File: src/rtl/keypad_pkg.sv
// ---------------------------------------------------------------------------
// keypad_pkg
// Shared types and defaults for the keypad debouncer slice.
//   - debounce_state_t : ownership state of the debouncer FSM
//   - DEF_*            : default widths and timing for a 3 MHz system clock
//   - max4()           : constant helper used to size the shared counter
// ---------------------------------------------------------------------------
package keypad_pkg;

    typedef enum logic [1:0] {
        IDLE       = 2'd0,
        PRESS_DB   = 2'd1,
        HELD       = 2'd2,
        RELEASE_DB = 2'd3
    } debounce_state_t;

    localparam int DEF_KEY_W           = 4;
    localparam int DEF_COL_W           = 4;
    localparam int DEF_DEBOUNCE_CYCLES = 60000;    // 20 ms @ 3 MHz
    localparam int DEF_RELEASE_CYCLES  = 60000;    // 20 ms @ 3 MHz
    localparam int DEF_REPEAT_DELAY    = 1500000;  // 500 ms @ 3 MHz
    localparam int DEF_REPEAT_PERIOD   = 300000;   // 100 ms @ 3 MHz

    // Largest of four values, evaluated at elaboration to size the counter.
    function automatic int max4(input int a, input int b, input int c, input int d);
        int m;
        m = a;
        if (b > m) m = b;
        if (c > m) m = c;
        if (d > m) m = d;
        return m;
    endfunction

endpackage

File: src/rtl/keypad_timer.sv
// ---------------------------------------------------------------------------
// keypad_timer
// Loadable, clearable, saturating up-counter with an equality compare.
// Ports:
//   clk, rst_n  : clock, asynchronous active-low reset
//   clear       : synchronous clear to zero (highest priority)
//   load        : synchronous load of load_value
//   load_value  : value taken when load=1
//   inc         : count up by one, sticking at all-ones
//   cmp_value   : compare target
//   expired     : high while the count equals cmp_value
// ---------------------------------------------------------------------------
module keypad_timer
    import keypad_pkg::*;
#(
    parameter int CNT_W = 8
) (
    input  logic             clk,
    input  logic             rst_n,
    input  logic             clear,
    input  logic             load,
    input  logic [CNT_W-1:0] load_value,
    input  logic             inc,
    input  logic [CNT_W-1:0] cmp_value,
    output logic             expired
);

    localparam logic [CNT_W-1:0] CNT_MAX = '1;

    logic [CNT_W-1:0] count;

    // Counter register: clear wins over load, load wins over increment, and
    // the increment stops at all-ones so the count can never wrap back to a
    // small value and fake an expiry.
    always_ff @(posedge clk or negedge rst_n) begin
        if (!rst_n) begin
            count <= '0;
        end else if (clear) begin
            count <= '0;
        end else if (load) begin
            count <= load_value;
        end else if (inc && (count != CNT_MAX)) begin
            count <= count + 1'b1;
        end
    end

    assign expired = (count == cmp_value);

endmodule

File: src/rtl/keypad_debouncer_rpt.sv
// ---------------------------------------------------------------------------
// keypad_debouncer_rpt
// Press/release debouncer with key latching, scanner freeze and optional
// typematic auto-repeat.
// Ports:
//   clk, rst_n     : clock, asynchronous active-low reset
//   key_detected   : scanner sees a key on the current column
//   key_code       : scanner key code (only meaningful with key_detected)
//   col            : active column pattern, captured together with the key
//   repeat_en      : enables auto-repeat while a key is held
//   key_valid      : one-cycle pulse for an accepted press or a repeat
//   is_repeat      : qualifies key_valid, 1 = repeat pulse
//   debounced_key  : latched key code of the last accepted press
//   held_col       : latched column of the last accepted press
//   key_held       : a key is owned (HELD or RELEASE_DB)
//   key_released   : one-cycle pulse when an owned key is freed
//   scan_stop      : scanner must hold its current column
// ---------------------------------------------------------------------------
module keypad_debouncer_rpt
    import keypad_pkg::*;
#(
    parameter int KEY_W           = DEF_KEY_W,
    parameter int COL_W           = DEF_COL_W,
    parameter int DEBOUNCE_CYCLES = DEF_DEBOUNCE_CYCLES,
    parameter int RELEASE_CYCLES  = DEF_RELEASE_CYCLES,
    parameter int REPEAT_DELAY    = DEF_REPEAT_DELAY,
    parameter int REPEAT_PERIOD   = DEF_REPEAT_PERIOD,
    parameter int CNT_W           = $clog2(max4(DEBOUNCE_CYCLES, RELEASE_CYCLES,
                                                REPEAT_DELAY, REPEAT_PERIOD)) + 1
) (
    input  logic             clk,
    input  logic             rst_n,
    input  logic             key_detected,
    input  logic [KEY_W-1:0] key_code,
    input  logic [COL_W-1:0] col,
    input  logic             repeat_en,
    output logic             key_valid,
    output logic             is_repeat,
    output logic [KEY_W-1:0] debounced_key,
    output logic [COL_W-1:0] held_col,
    output logic             key_held,
    output logic             key_released,
    output logic             scan_stop
);

    // A timing value below 2 would let two pulses land on adjacent cycles.
    if ((DEBOUNCE_CYCLES < 2) || (RELEASE_CYCLES < 2) ||
        (REPEAT_DELAY < 2) || (REPEAT_PERIOD < 2)) begin : g_bad_timing
        $error("keypad_debouncer_rpt: every timing parameter must be >= 2");
    end

    // Expiry points: the phase ends on the edge where the count already
    // reads N-1, so each phase lasts N edges after the edge that cleared it.
    localparam logic [CNT_W-1:0] DB_LAST  = CNT_W'(DEBOUNCE_CYCLES - 1);
    localparam logic [CNT_W-1:0] REL_LAST = CNT_W'(RELEASE_CYCLES - 1);
    localparam logic [CNT_W-1:0] RD_LAST  = CNT_W'(REPEAT_DELAY - 1);
    localparam logic [CNT_W-1:0] RP_LAST  = CNT_W'(REPEAT_PERIOD - 1);

    debounce_state_t  state;
    debounce_state_t  state_nxt;
    logic             rpt_phase;
    logic             rpt_phase_nxt;
    logic [KEY_W-1:0] cand_key;
    logic [COL_W-1:0] cand_col;

    logic             tmr_clear;
    logic             tmr_inc;
    logic             tmr_expired;
    logic [CNT_W-1:0] tmr_cmp;

    logic             capture;
    logic             accept;
    logic             repeat_fire;
    logic             release_fire;

    logic             cand_match;
    logic             owned_match;

    assign cand_match  = (key_code == cand_key);
    assign owned_match = (key_code == debounced_key);

    // One counter serves every phase; only the compare target changes with
    // the state. In HELD, rpt_phase picks the long first delay (0) or the
    // shorter period between subsequent repeats (1).
    always_comb begin
        tmr_cmp = DB_LAST;
        case (state)
            PRESS_DB:   tmr_cmp = DB_LAST;
            HELD:       tmr_cmp = rpt_phase ? RP_LAST : RD_LAST;
            RELEASE_DB: tmr_cmp = REL_LAST;
            default:    tmr_cmp = DB_LAST;
        endcase
    end

    keypad_timer #(
        .CNT_W (CNT_W)
    ) u_timer (
        .clk        (clk),
        .rst_n      (rst_n),
        .clear      (tmr_clear),
        .load       (1'b0),
        .load_value ('0),
        .inc        (tmr_inc),
        .cmp_value  (tmr_cmp),
        .expired    (tmr_expired)
    );

    // State and repeat-phase registers.
    always_ff @(posedge clk or negedge rst_n) begin
        if (!rst_n) begin
            state     <= IDLE;
            rpt_phase <= 1'b0;
        end else begin
            state     <= state_nxt;
            rpt_phase <= rpt_phase_nxt;
        end
    end

    // Next-state and per-cycle control. The timer is cleared on every state
    // change so each phase measures from the edge that entered it. In HELD,
    // a different code with key_detected=1 still counts as the key being
    // down: it neither releases the key nor disturbs the repeat timing.
    always_comb begin
        state_nxt     = state;
        rpt_phase_nxt = rpt_phase;
        tmr_clear     = 1'b0;
        tmr_inc       = 1'b0;
        capture       = 1'b0;
        accept        = 1'b0;
        repeat_fire   = 1'b0;
        release_fire  = 1'b0;

        case (state)
            IDLE: begin
                if (key_detected) begin
                    capture   = 1'b1;
                    tmr_clear = 1'b1;
                    state_nxt = PRESS_DB;
                end
            end

            PRESS_DB: begin
                if (!key_detected) begin
                    tmr_clear = 1'b1;
                    state_nxt = IDLE;
                end else if (!cand_match) begin
                    capture   = 1'b1;
                    tmr_clear = 1'b1;
                end else if (tmr_expired) begin
                    accept        = 1'b1;
                    tmr_clear     = 1'b1;
                    rpt_phase_nxt = 1'b0;
                    state_nxt     = HELD;
                end else begin
                    tmr_inc = 1'b1;
                end
            end

            HELD: begin
                if (!key_detected) begin
                    tmr_clear = 1'b1;
                    state_nxt = RELEASE_DB;
                end else if (!repeat_en) begin
                    tmr_clear     = 1'b1;
                    rpt_phase_nxt = 1'b0;
                end else if (tmr_expired) begin
                    repeat_fire   = 1'b1;
                    tmr_clear     = 1'b1;
                    rpt_phase_nxt = 1'b1;
                end else begin
                    tmr_inc = 1'b1;
                end
            end

            RELEASE_DB: begin
                if (!key_detected) begin
                    if (tmr_expired) begin
                        release_fire = 1'b1;
                        tmr_clear    = 1'b1;
                        state_nxt    = IDLE;
                    end else begin
                        tmr_inc = 1'b1;
                    end
                end else if (owned_match) begin
                    tmr_clear     = 1'b1;
                    rpt_phase_nxt = 1'b0;
                    state_nxt     = HELD;
                end else begin
                    release_fire = 1'b1;
                    capture      = 1'b1;
                    tmr_clear    = 1'b1;
                    state_nxt    = PRESS_DB;
                end
            end

            default: begin
                tmr_clear = 1'b1;
                state_nxt = IDLE;
            end
        endcase
    end

    // Candidate registers hold the code/column being debounced until it is
    // either accepted or replaced by a different code.
    always_ff @(posedge clk or negedge rst_n) begin
        if (!rst_n) begin
            cand_key <= '0;
            cand_col <= '0;
        end else if (capture) begin
            cand_key <= key_code;
            cand_col <= col;
        end
    end

    // Registered pulse outputs and the latched key/column. The latched
    // values survive release and change only on the next acceptance.
    always_ff @(posedge clk or negedge rst_n) begin
        if (!rst_n) begin
            key_valid     <= 1'b0;
            is_repeat     <= 1'b0;
            key_released  <= 1'b0;
            debounced_key <= '0;
            held_col      <= '0;
        end else begin
            key_valid    <= accept | repeat_fire;
            is_repeat    <= repeat_fire;
            key_released <= release_fire;
            if (accept) begin
                debounced_key <= cand_key;
                held_col      <= cand_col;
            end
        end
    end

    assign key_held  = (state == HELD) || (state == RELEASE_DB);
    assign scan_stop = (state != IDLE);

endmodule

File: config.mk
export PLATFORM = sky130hd
export DESIGN_NAME = keypad_debouncer_rpt
export DESIGN_NICKNAME = d
export VERILOG_FILES = /design/src/rtl/keypad_pkg.sv /design/src/rtl/keypad_timer.sv /design/src/rtl/keypad_debouncer_rpt.sv
export SDC_FILE = /design/constraint.sdc
export NUM_CORES = 1
export LEC_CHECK = 0
export ABC_CLOCK_PERIOD_IN_PS = 2570
export CAP_MARGIN = 10
export CORE_MARGIN = 2
export CORE_UTILIZATION = 55
export CTS_CLUSTER_SIZE = 16
export DETAILED_ROUTE_END_ITERATION = 10
export GPL_ROUTABILITY_DRIVEN = 0
export PLACE_DENSITY = 0.83
export SYNTH_ARGS = -nofsm -noshare
export SYNTH_HDL_FRONTEND = slang
export SYNTH_SLANG_ARGS = --single-unit
File: constraint.sdc
create_clock -name clk -period 2.57 [get_ports clk]
set_input_delay 0.514 -clock clk [delete_from_list [all_inputs] [get_ports clk]]
set_output_delay 0.514 -clock clk [all_outputs]
set_load 0.02 [all_outputs]
# Yosys cells after proc, flatten, opt, wreduce, memory -nomap -nowiden
# Index checks and enable logic that the tools add are counted.
# W data, S select, Z words.
[word_totals] ff_bits=44 input_bits=12 out_inout_bits=13 elab_cells=89
[classes] add_sub_neg=1 eq_ne=19 n_mux=50 n_bitwise=1 n_reduce_logical=8
[op_table] operator="$mux W22" n=2
[op_table] operator="$mux W21" n=2
[op_table] operator="$mux W1" n=33
[op_table] operator="$add A22 B1 Y22 const B" n=1
[op_table] operator="$eq A22 B21 Y1" n=1
[op_table] operator="$ne A22 B22 Y1 const B" n=1
[op_table] operator="$mux W2" n=8
[op_table] operator="$ne A2 B2 Y1 const B" n=8
[op_table] operator="$ne A3 B3 Y1 const B" n=4
[op_table] operator="$pmux W1 S3" n=3
[op_table] operator="$eq A4 B4 Y1" n=2
[op_table] operator="$pmux W2 S4" n=1
[op_table] operator="$reduce_and A8 Y1" n=1
[op_table] operator="$reduce_and A5 Y1" n=1
[op_table] operator="$eq A2 B2 Y1 const B" n=2
[op_table] operator="$pmux W1 S4" n=1
[op_table] operator="$reduce_bool A2 Y1" n=2
[op_table] operator="$reduce_bool A3 Y1" n=1
[op_table] operator="$eq A2 B1 Y1 const B" n=1
[op_table] operator="$logic_not A2 Y1" n=1
[op_table] operator="$logic_and A1 B1 Y1" n=1
[op_table] operator="$logic_or A1 B1 Y1" n=1
[op_table] operator="$or A1 B1 Y1" n=1

# Depth between registers and ports, before layout
# Gate-level depths: netlist of the first run.
[logic_depth] ltp_word=10 ltp_mapped=10 ltp_nobuf=8

# By module
# A second synthesis of the first run with hierarchy kept.
[hier_totals] hier_cells=321 hier_area_um2=3088.0
[modules_own_cells] module="keypad_timer" instances=1 cells_per_inst=213 area_per_inst_um2=1838.0 seq_area_each_um2=550.5
[modules_own_cells] module="keypad_debouncer_rpt" instances=1 cells_per_inst=108 area_per_inst_um2=1249.9 seq_area_each_um2=550.5

# Worst setup path before layout of the first run
# No wires, ideal clock.
[synth_path] path_type="register to register" from="reg state[0]" to="reg u_timer.count[4]" setup_ns=0.087 arrival_ns=2.194 required_time_ns=2.483 path_slack_ns=0.288 path_stages_with_launch=10 path_buffers=2 synth_period_minus_slack_ns=2.282 cell_sequence="dfrtp_1 inv_1 ha_1 buf_2 and4bb_2 a21oi_4 or2_4 buf_6 or4_1 a211oi_2"
[synth_via] elab_chain_len=9 elab_cells_between_ends=23 cone_classes="eq/ne: 4; mux: 16; reduce/logical: 3"
[synth_lines] item="from (decl)" line="keypad_debouncer_rpt.sv:59" text="debounce_state_t state;"
[synth_lines] item="from (signal assigned)" line="keypad_debouncer_rpt.sv:114" text="state <= state_nxt;"
[synth_lines] item="$eq A2 B2 Y1" line="keypad_debouncer_rpt.sv:87, keypad_debouncer_rpt.sv:133"
[synth_lines] item="$mux W21" line="keypad_debouncer_rpt.sv:87" text="case (state)"
[synth_lines] item="$eq A22 B21 Y1" line="keypad_timer.sv:47" text="assign expired = (count == cmp_value);"
[synth_lines] item="$mux W1" line="keypad_debouncer_rpt.sv:149, keypad_debouncer_rpt.sv:166, keypad_debouncer_rpt.sv:177"
[synth_lines] item="$mux W1 (on tied branches)" line="keypad_debouncer_rpt.sv:163, keypad_debouncer_rpt.sv:146"
[synth_lines] item="$mux W1 (on tied branches)" line="keypad_debouncer_rpt.sv:160, keypad_debouncer_rpt.sv:143"
[synth_lines] item="$pmux W1 S3" line="keypad_debouncer_rpt.sv:133" text="case (state)"
[synth_lines] item="$logic_and A1 B1 Y1" line="keypad_timer.sv:42" text="end else if (inc && (count != CNT_MAX)) begin"
[synth_lines] item="$reduce_bool A2 Y1 (no source line)"
[synth_lines] item="to (signal assigned)" line="keypad_timer.sv:41" text="count <= load_value;"
[synth_lines] item="to (signal assigned)" line="keypad_timer.sv:43" text="count <= count + 1'b1;"
[synth_lines] item="to (decl)" line="keypad_timer.sv:30" text="logic [CNT_W-1:0] count;"
# Several ways; a longest one is shown, not always the timed one.
# A chain may end at the register's enable or synchronous reset.

# Worst setup path in the final report of the first run
[layout_path] from="reg state[0]" to="out key_held"
[layout_via] elab_chain_len=2 elab_cells_between_ends=3 cone_classes="eq/ne: 2; reduce/logical: 1"
[layout_lines] item="$eq A2 B2 Y1" line="keypad_debouncer_rpt.sv:235" text="assign key_held = (state == HELD) || (state == RELEASE_DB);"
[layout_lines] item="$logic_or A1 B1 Y1 *" line="keypad_debouncer_rpt.sv:235"
[layout_lines] item="to (decl)" line="keypad_debouncer_rpt.sv:41" text="output logic key_held,"
# Every way passes the cells marked *; elsewhere a longest branch is shown, timed or not.

==> results of run 1 <==
through the flow:
stage	setup slack [ns]	utilization, %	total power (W)
6_report	0.104	68.1	0.00230
5_1_grt	0.00466	68.1	0.00244
4_1_cts	0.0275	68.0	0.00230
3_5_place_dp	-0.0964	65.7	0.00183
3_3_place_gp	-0.00414	65.7	0.00179
2_1_floorplan	0.288	-	0.00147
registers in the layout, summed over array words and instances, names as in the netlist:
| register | cells |
|---|---|
| u_timer.count | 22 |
| held_col | 4 |
| cand_key | 4 |
| cand_col | 4 |
| debounced_key | 4 |
| rpt_phase | 1 |
| key_valid | 1 |
| state | 2 |
| key_released | 1 |
| is_repeat | 1 |
logic make-up (layout without fill, tap and decap cells):
family / count (synthesis) / in the layout / synth area share, %
flops: 44 / 44 / 41.6
mux: 18 / 18 / 7.61
compound gates: 40 / 40 / 11.4
buf+inv: 22 / 66 / 3.69
fa+ha+maj: 7 / 7 / 3.31
xor+xnor: 22 / 22 / 7.28
simple gates: 113 / 113 / 25.1
power by group through the flow:
| stage | Clock [W] | Sequential (W) | Combinational, W |
|---|---|---|---|
| floorplan | 0 | 0.000860 | 0.000611 |
| global placement | 0 | 0.000867 | 0.000926 |
| detailed placement | 0 | 0.000874 | 0.000956 |
| CTS | 0.000471 | 0.000862 | 0.000968 |
| global route | 0.000507 | 0.000878 | 0.00106 |
| finish | 0.000463 | 0.000864 | 0.000970 |
timing repair:
| action | 4_1_cts | 5_1_grt |
|---|---|---|
| resized for setup | 2 | 3 |
| endpoints found under the setup margin | 1 | 17 |
| buffers inserted | 0 | 0 |
| hold endpoints to repair | 0 | 0 |
synth_stat cells (all sizes together) (2+ instances only):
| cell | number |
|---|---|
| a211oi | 8 |
| o21ai | 5 |
| inv | 10 |
| a21oi | 11 |
| xnor2 | 18 |
| nor2b | 2 |
| and3 | 3 |
| and2 | 4 |
| dfrtp | 44 |
| nor4 | 7 |
| nand3 | 11 |
| buf | 8 |
| nor3 | 25 |
| mux2 | 17 |
| nor2 | 11 |
| nand4 | 6 |
| and4 | 5 |
| xor2 | 4 |
| clkbuf | 4 |
| nor4b | 4 |
| o21a | 2 |
| ha | 7 |
| nand2 | 16 |
| nand2b | 6 |
| or4 | 4 |
| nand3b | 3 |
| o31ai | 5 |
| or3 | 2 |
worst paths after layout:
| kind | start | end | slack (ns) | cells past startpoint |
|---|---|---|---|---|
| hold / removal | rst_n | u_timer.count[13]$_DFFE_PN0P_ | 0.28 | 2 |
| hold reg to reg | cand_col[1]$_DFFE_PN0P_ | cand_col[1]$_DFFE_PN0P_ | 0.51 | 1 |
| setup / recovery | state[0]$_DFFE_PN0P_ | key_held | 0.10 | 6 |
| setup reg to reg | state[1]$_DFFE_PN0P_ | u_timer.count[0]$_DFFE_PN0P_ | 0.20 | 9 |
| min in group clk | cand_col[1]$_DFFE_PN0P_ | cand_col[1]$_DFFE_PN0P_ | 0.51 | 1 |
| max in group asynchronous | rst_n | is_repeat$_DFF_PN0_ | 1.92 | 2 |
metal layers:
metal,global-route usage (%),vias to the layer above
met5,0,-
met4,7.47,0
met3,6.31,11
met2,39.1,48
met1,32.2,1078
li1,-,1059
area by class of cell:
type                    count  area, µm²
clock buffers               7       86.3
fillers                   348       1500
clock inverters             1       7.51
inverters                  10       37.5
flip-flops and latches     44       1100
repair buffers             48        428
well taps                  54       67.6
multi-input cells         200       1470
worst max-delay path, delay by kind of cell, from the launching register on:
| kind | cells | cell delay [ns] |
|---|---|---|
| adders and majority gates | 1 | 0.22 |
| buffers and inverters | 4 | 0.95 |
| DFF | 1 | 0.39 |
| and+or+nand+nor | 1 | 0.09 |
==> results_dict.tcl, run 1 <==
set metrics [dict create \
    finalCritPeriodShare_pct 96.0 \
    async_flop_share_pct 100 \
    grt_setup_unrepaired "false" \
    dp_hpwl_mm 4.28 \
    slew_headroom_pct 63.9 \
    worst_pin_slew_ns 0.541 \
    wl_met2_mm 2.81 \
    p_int_w 0.00146 \
    clkPwrFrac_pct 20.2 \
    seqPwrFrac_pct 37.6 \
    drive_above_1_share_pct 21.6 \
    crit_chain "inv_2, ha_4, inv_1, buf_4, nand2_1, clkdlybuf4s50_1" \
    clkTransAtPathRegs_ns 0.09 \
    synth_fp_nets 285 \
    finalSetupViolCount 0 \
    antenna_cells 0 \
    placed_area_um2 3080 \
    avgSynthCellArea_um2 9.95 \
    synth_cell_types 53 \
    cts_root_buf "clkbuf_8" \
    grt_pass1_wl_mm 10.2 \
    synth-warning-count 0 \
    vias 2196 \
    final_cell_mix "44 x dfrtp_1, 23 x clkdlybuf4s50_1, 23 x buf_4" \
    grt_overflow 0 \
    start_kind "flop" \
    instances_no_fill 364 \
    port_buffers 24 \
    drv_slew 0 \
    ctsLongestPathBuffers 2 \
    p_leak_nw 1.25 \
    synth-edff-count 0 \
    routed_wl_mm 5.90 \
    grt_max_degree 45 \
    synth_area_leaders "dfrtp_1 42%, mux2_2 7.2%, xnor2_1 6.0%" \
    synthDominantCellAreaShare_pct 41.6 \
    path_class "flop to output port" \
    cts.sinks 44 \
    die_x_um 73.4 \
    syn_inst 266 \
    syn2layout_area_growth_pct 20.7 \
    end_kind "output port" \
    wl_met1_mm 2.70 \
    met3_wirelength_um 296 \
    min_period_ns 2.47 \
    switchingPower_w 0.000839 \
    die_h_um 73.4 \
    rows 25 \
    final_common_cell "dfrtp_1" \
    synth_flop_cell "dfrtp_1" \
    whs_ns 0.280 \
    status "complete, no violations" \
    yosys.area.top_type "dfrtp_1" \
    via_per_inst 6.03 \
    hold_buffers 0 \
    dr.first_iter.drc_count 145 \
    htreeDepth 2 \
    fin_area_um2 3200 \
    ir_worst_vdd_uv 538 \
    insertion_delay_ns 0.30 \
    core_area_um2 4690 \
    hold_violations 0 \
    seq_area_frac_synth_pct 41.6 \
    top_level_ports 25 \
    initial_utilization_pct 56.4 \
    p_per_area_nw_per_um2 719 \
    ant_nets 0 \
    setup_tns_ns 0 \
    cp_data_arrival_time_ns 1.95 \
    syn_area_um2 2650 \
    antenna_found_initial 0 \
    detail_route.wl_per_cell_um 16.2 \
    swShare_pct 36.5 \
    placed_cells 356 \
    track_usage_pct 24.3 \
    cts_tree "done" \
    drv_cap 0 \
    nNetsFinal 328 \
    die_area_um2 5380 \
    drt-pass1-iter-count 4 \
    fin_worst_skew_ns 0.00551 \
    synth.ff_latch_count 44 \
    slowest_delay_ns 0.60 \
    min_path_type "primary input to async pin" \
    first_global_vias 2159 \
    cp_data_required_time_ns 2.06 \
    max_freq_mhz 405 \
    numCtsBuffers 5 \
    crit_fanout 10 \
    critPathSlowestCell "clkdlybuf4s50_1" \
    top_signal_layer_used "met4" \
    remaining_drc_errors 0 \
    comb_power_share_pct 42.2 \
]
No activity file was read; power rests on OpenSTA's default activity.
==> run 2: changes to the inputs <==
--- a/config.mk
+++ b/config.mk
@@ -7,7 +7,7 @@
 export LEC_CHECK = 0
 export ABC_CLOCK_PERIOD_IN_PS = 2570
 export CAP_MARGIN = 10
-export CORE_MARGIN = 2
+export CORE_MARGIN = 1.5
 export CORE_UTILIZATION = 55
 export CTS_CLUSTER_SIZE = 16
 export DETAILED_ROUTE_END_ITERATION = 10
==> run 2 against run 1 <==
Against the previous run:
- utilization is 0.080 points higher
- sequential power up 0.7%
- largest cell class unchanged
- fmax is 3.2% higher
- die area decreased by 2.7%
- combinational power shrank 4.5%
- register-to-register slack about the same
==> results_dict.tcl, run 2 (synthesized netlist as in run 1, its figures left out) <==
set metrics [dict create \
    end_kind "flop" \
    finalSetupViolCount 0 \
    grtUsageMet2_pct 41.4 \
    dp_hpwl_mm 4.27 \
    rows 25 \
    syn2layout_area_growth_pct 20.8 \
    min_period_ns 2.39 \
    r2r_end "u_timer.count[3]$_DFFE_PN0P_" \
    htreeDepth 2 \
    start_kind "primary input" \
    drt-pass1-iter-count 4 \
    instances_no_fill 361 \
    clkTransAtPathRegs_ns 0.09 \
    dr.first_iter.drc_count 126 \
    track_usage_pct 24.8 \
    grt_setup_unrepaired "false" \
    worst-r2r-setup-slack_ns 0.19 \
    setup_tns_ns 0 \
    crit_fanout 7 \
    finalWorstSetupSlack_ns 0.180 \
    cp_data_required_time_ns 2.78 \
    drv_cap 0 \
    status "complete, no violations" \
    post_cts_buffers 0 \
    port_buffers 24 \
    initial_utilization_pct 56.4 \
    die_h_um 72.4 \
    grt_use_met3_pct 5.97 \
    largest_reg_flops 22 \
    worstRegToRegCells 8 \
    cp_data_arrival_time_ns 2.60 \
    final_common_cell "dfrtp_1" \
    met1_usage_pct 31.3 \
    routed_wl_mm 6.01 \
    fin_worst_skew_ns 0.0101 \
    grt_pass1_wl_mm 10.2 \
    p_per_area_nw_per_um2 741 \
    p_leak_nw 1.26 \
    cts_root_buf "clkbuf_8" \
    min_path_type "primary input to async pin" \
    hold_violations 0 \
    hold_buffers 0 \
    ant_nets 0 \
    remaining_drc_errors 0 \
    worst_pin_slew_ns 0.552 \
    max_freq_mhz 418 \
    final_cell_mix "44 x dfrtp_1, 22 x nor3_1, 22 x clkdlybuf4s50_1" \
    die_x_um 72.4 \
    worstReg2RegStart "state[1]$_DFFE_PN0P_" \
    path_class "primary input to flop" \
    placed_cells 353 \
    slew_headroom_pct 63.2 \
    antenna_cells 0 \
    core_area_um2 4690 \
    fin_util_pct 68.2 \
    nNetsFinal 325 \
    ctsLongestPathBuffers 2 \
    vias 2207 \
    antenna_found_initial 0 \
    cts_tree "done" \
    numCtsBuffers 5 \
    busiest_layer "met2" \
    dp_worst_setup_slack_ns -0.158 \
    drive_above_1_share_pct 21.2 \
    via_per_inst 6.11 \
    top_level_ports 25 \
    crit_chain "clkdlybuf4s50_1, xnor2_1, and4_4, a21oi_4, or2_4, or4_1, a211oi_1" \
    grt_max_degree 45 \
    die_area_um2 5240 \
    drv_slew 0 \
    whs_ns 0.274 \
    slowest_delay_ns 0.48 \
    grt_overflow 0 \
    regMostFlops "u_timer.count" \
    detail_route.wl_per_cell_um 16.7 \
    critPathSlowestCell "clkdlybuf4s50_1" \
    first_global_vias 2261 \
    cts.sinks 44 \
    ir_worst_vdd_uv 493 \
    finalCritPeriodShare_pct 93.0 \
    insertion_delay_ns 0.31 \
]
==> run 2: changes by cell type in the layout (fill, tap and decap cells not counted) <==
cell,previous run,this run
dlygate4sd2_1,0,1
clkinvlp_4,1,0
clkdlybuf4s50_1,23,22
buf_4,23,20
clkbuf_1,1,0
clkinv_4,0,1
bufinv_16,0,1
==> run 2: cell type report <==
cell class | count | area [µm²]
Fill cell | 361 | 1490
Inverter | 10 | 37.5
Sequential cell | 44 | 1100
Timing Repair Buffer | 45 | 404
Multi-Input combinational cell | 200 | 1470
Clock buffer | 6 | 82.6
Tap cell | 54 | 67.6
Clock inverter | 2 | 38.8
==> run 2: metrics by stage <==
step / power (W) / instance area [µm²]
2_1_floorplan: 0.00147 / 2650
3_3_place_gp: 0.00177 / 3060
3_5_place_dp: 0.00179 / 3060
4_1_cts: 0.00237 / 3180
5_1_grt: 0.00251 / 3200
6_report: 0.00237 / 3200
==> run 2: worst max-delay path, delay by kind of cell <==
kind,cells,cell delay [ns]
compound gates,2,0.31
buf+inv,1,0.48
xor+xnor,1,0.26
simple gates,3,1.04
==> run 2: timing repair <==
item,in CTS,in global routing
hold endpoints to repair,0,0
cloned,0,0
endpoints found under the setup margin,1,18
gates resized for setup,2,4
==> run 2: worst max path at each step <==
stage | end | from | depth (start not counted) | slack (ns)
after global routing | u_timer.count[3]$_DFFE_PN0P_ | state[1]$_DFFE_PN0P_ | 8 | 0.02
after floorplan | u_timer.count[4]$_DFFE_PN0P_ | state[0]$_DFFE_PN0P_ | 9 | 0.29
after detailed placement | u_timer.count[3]$_DFFE_PN0P_ | key_code[0] | 7 | -0.16
after CTS | u_timer.count[1]$_DFFE_PN0P_ | state[0]$_DFFE_PN0P_ | 8 | 0.02
final | u_timer.count[3]$_DFFE_PN0P_ | key_code[0] | 7 | 0.18
after global placement | u_timer.count[0]$_DFFE_PN0P_ | key_code[2] | 8 | 0.002
==> run 2: where the power goes <==
group          internal (W)  switching (W)  leakage, nW
sequential         0.000788      0.0000821        0.593
combinational      0.000425       0.000501        0.603
clock              0.000318       0.000255       0.0614
total               0.00153       0.000839         1.26
==> run 2: metal layers <==
layer / up-vias / part of all wire, %
met3: 6 / 6.6
met4: 0 / 1.2
met2: 65 / 47
met1: 1076 / 45
met5: - / 0
li1: 1060 / -
==> run 3: changes to the inputs <==
--- a/config.mk
+++ b/config.mk
@@ -7,7 +7,7 @@
 export LEC_CHECK = 0
 export ABC_CLOCK_PERIOD_IN_PS = 2570
 export CAP_MARGIN = 10
-export CORE_MARGIN = 1.5
+export CORE_MARGIN = 8
 export CORE_UTILIZATION = 55
 export CTS_CLUSTER_SIZE = 16
 export DETAILED_ROUTE_END_ITERATION = 10
==> run 3 against run 2 <==
Against the previous run:
- die area up 39%
- power up 0.56%
- register-to-register slack worse by 0.03 ns
- cell count up 1.1%
- highest routed layer unchanged
==> results_dict.tcl, run 3 (synthesized netlist as in run 1, its figures left out) <==
set metrics [dict create \
    clkTransAtPathRegs_ns 0.09 \
    swShare_pct 35.4 \
    detail_route.wl_per_cell_um 16.8 \
    switchingPower_w 0.000843 \
    placed_cells 357 \
    track_usage_pct 17.9 \
    cp-startpoint "state[0]$_DFFE_PN0P_" \
    die_area_um2 7290 \
    finalSetupViolCount 0 \
    dr.first_iter.drc_count 119 \
    crit_chain "inv_1, ha_4, nor4b_1, a22oi_1, nor3_2, and2_2, or4_1, a211oi_2" \
    syn2layout_area_growth_pct 22.4 \
    cp_data_arrival_time_ns 2.63 \
    ant_nets 0 \
    regMostFlops "u_timer.count" \
    top_level_ports 25 \
    instances_no_fill 365 \
    die_x_um 85.4 \
    post_cts_buffers 0 \
    min_path_type "primary input to async pin" \
    final_common_cell "dfrtp_1" \
    seqPwrFrac_pct 36.2 \
    ir_worst_vdd_uv 461 \
    cts_root_buf "clkbuf_8" \
    insertion_delay_ns 0.31 \
    status "complete, no violations" \
    p_leak_nw 1.29 \
    wl_met1_mm 2.68 \
    fillers 352 \
    grt_pass1_wl_mm 10.6 \
    grt_overflow 0 \
    dp_hpwl_mm 4.37 \
    nNetsFinal 329 \
    antenna_found_initial 0 \
    top_signal_layer_used "met4" \
    path_class "flop to flop" \
    via_per_inst 6.09 \
    worstReg2RegStart "state[0]$_DFFE_PN0P_" \
    placed_area_um2 3100 \
    max_freq_mhz 416 \
    critPathSlowestCell "or4_1" \
    port_buffers 24 \
    grt_setup_unrepaired "false" \
    initial_utilization_pct 56.4 \
    die_h_um 85.4 \
    first_global_vias 2279 \
    slowest_delay_ns 0.55 \
    drv_cap 0 \
    cts.sinks 44 \
    seq_area_um2 1100 \
    met3_wirelength_um 446 \
    antenna_cells 0 \
    routed_wl_mm 6.13 \
    rows 25 \
    p_total_w 0.00238 \
    crit_fanout 14 \
    cp_data_required_time_ns 2.79 \
    p_per_area_nw_per_um2 735 \
    largest_reg_flops 22 \
    comb_power_share_pct 40.9 \
    wl_met2_mm 2.90 \
    whs_ns 0.279 \
    cts_tree "done" \
    htreeDepth 2 \
    min_period_ns 2.41 \
    worst_pin_slew_ns 0.551 \
    finalCritPeriodShare_pct 93.6 \
    end_kind "flop" \
    hold_buffers 0 \
    drt-pass1-iter-count 4 \
    slew_headroom_pct 63.3 \
    core_area_um2 4690 \
    clkPwrFrac_pct 23.0 \
    hold_violations 0 \
    setup_tns_ns 0 \
    remaining_drc_errors 0 \
    worst-r2r-setup-slack_ns 0.16 \
    drv_slew 0 \
    numCtsBuffers 5 \
    ctsLongestPathBuffers 2 \
    p_int_w 0.00154 \
    multiInputGateArea_um2 1470 \
    final_cell_mix "44 x dfrtp_1, 23 x buf_4, 22 x nor3_1, 22 x clkdlybuf4s50_1, 18 x xnor2_1" \
    fin_area_um2 3240 \
    drive_above_1_share_pct 21.9 \
    cp_top_family "simple AND/OR/NAND/NOR gates" \
    start_kind "flop" \
    grt_max_degree 45 \
    path_buf_inv 1 \
    fin_worst_skew_ns 0.00911 \
    vias 2224 \
]
==> run 3: cell types whose count changed in the layout (fill, tap and decap cells not counted), sizes merged <==
cell / delta
clkinv: +1
dlymetal6s2s: +1
dlygate4sd2: -1
buf: +4
clkbuf: -1
==> run 3: final cells by class <==
cell class | instances | share of cell area [%]
clock buffer | 5 | 2.12
clock inverter | 3 | 1.47
inverter | 10 | 1.16
multi-input combinational | 200 | 45.3
sequential | 44 | 34.0
tap | 54 | 2.08
timing repair buffer | 49 | 13.9
==> run 3: path summary, 6_finish.rpt <==
| check | to | cells after the start |
|---|---|---|
| min in group clk | cand_col[1]$_DFFE_PN0P_ | 1 |
| hold / removal | u_timer.count[4]$_DFFE_PN0P_ | 2 |
| max in group asynchronous | debounced_key[2]$_DFFE_PN0P_ | 2 |
| setup / recovery | u_timer.count[5]$_DFFE_PN0P_ | 8 |
| setup reg to reg | u_timer.count[5]$_DFFE_PN0P_ | 8 |
| hold reg to reg | cand_col[1]$_DFFE_PN0P_ | 1 |
==> run 3: repair_timing <==
action	4_1_cts	5_1_grt
pin swaps	0	1
gates resized for setup	2	3
setup endpoints to repair	3	15
==> run 3: routing by layer <==
layer	track usage, %	vias to the layer above
li1	-	1064
met1	21.4	1085
met2	28.7	65
met3	6.08	10
met4	7.17	0
met5	0	-
==> run 3: power groups by stage <==
stage          registers [W]  logic, W  clock network [W]
2_1_floorplan       0.000860  0.000611                  0
3_3_place_gp        0.000867  0.000943                  0
3_5_place_dp        0.000873  0.000962                  0
4_1_cts             0.000860  0.000979           0.000559
5_1_grt             0.000876   0.00106           0.000582
6_report            0.000862  0.000974           0.000547
==> run 3: stage by stage <==
step / utilization, % / worst slack, ns
2_1_floorplan: - / 0.288
3_3_place_gp: 66.1 / -0.00992
3_5_place_dp: 66.1 / -0.148
4_1_cts: 68.9 / 0.0168
5_1_grt: 69.1 / 0.0124
6_report: 69.1 / 0.165
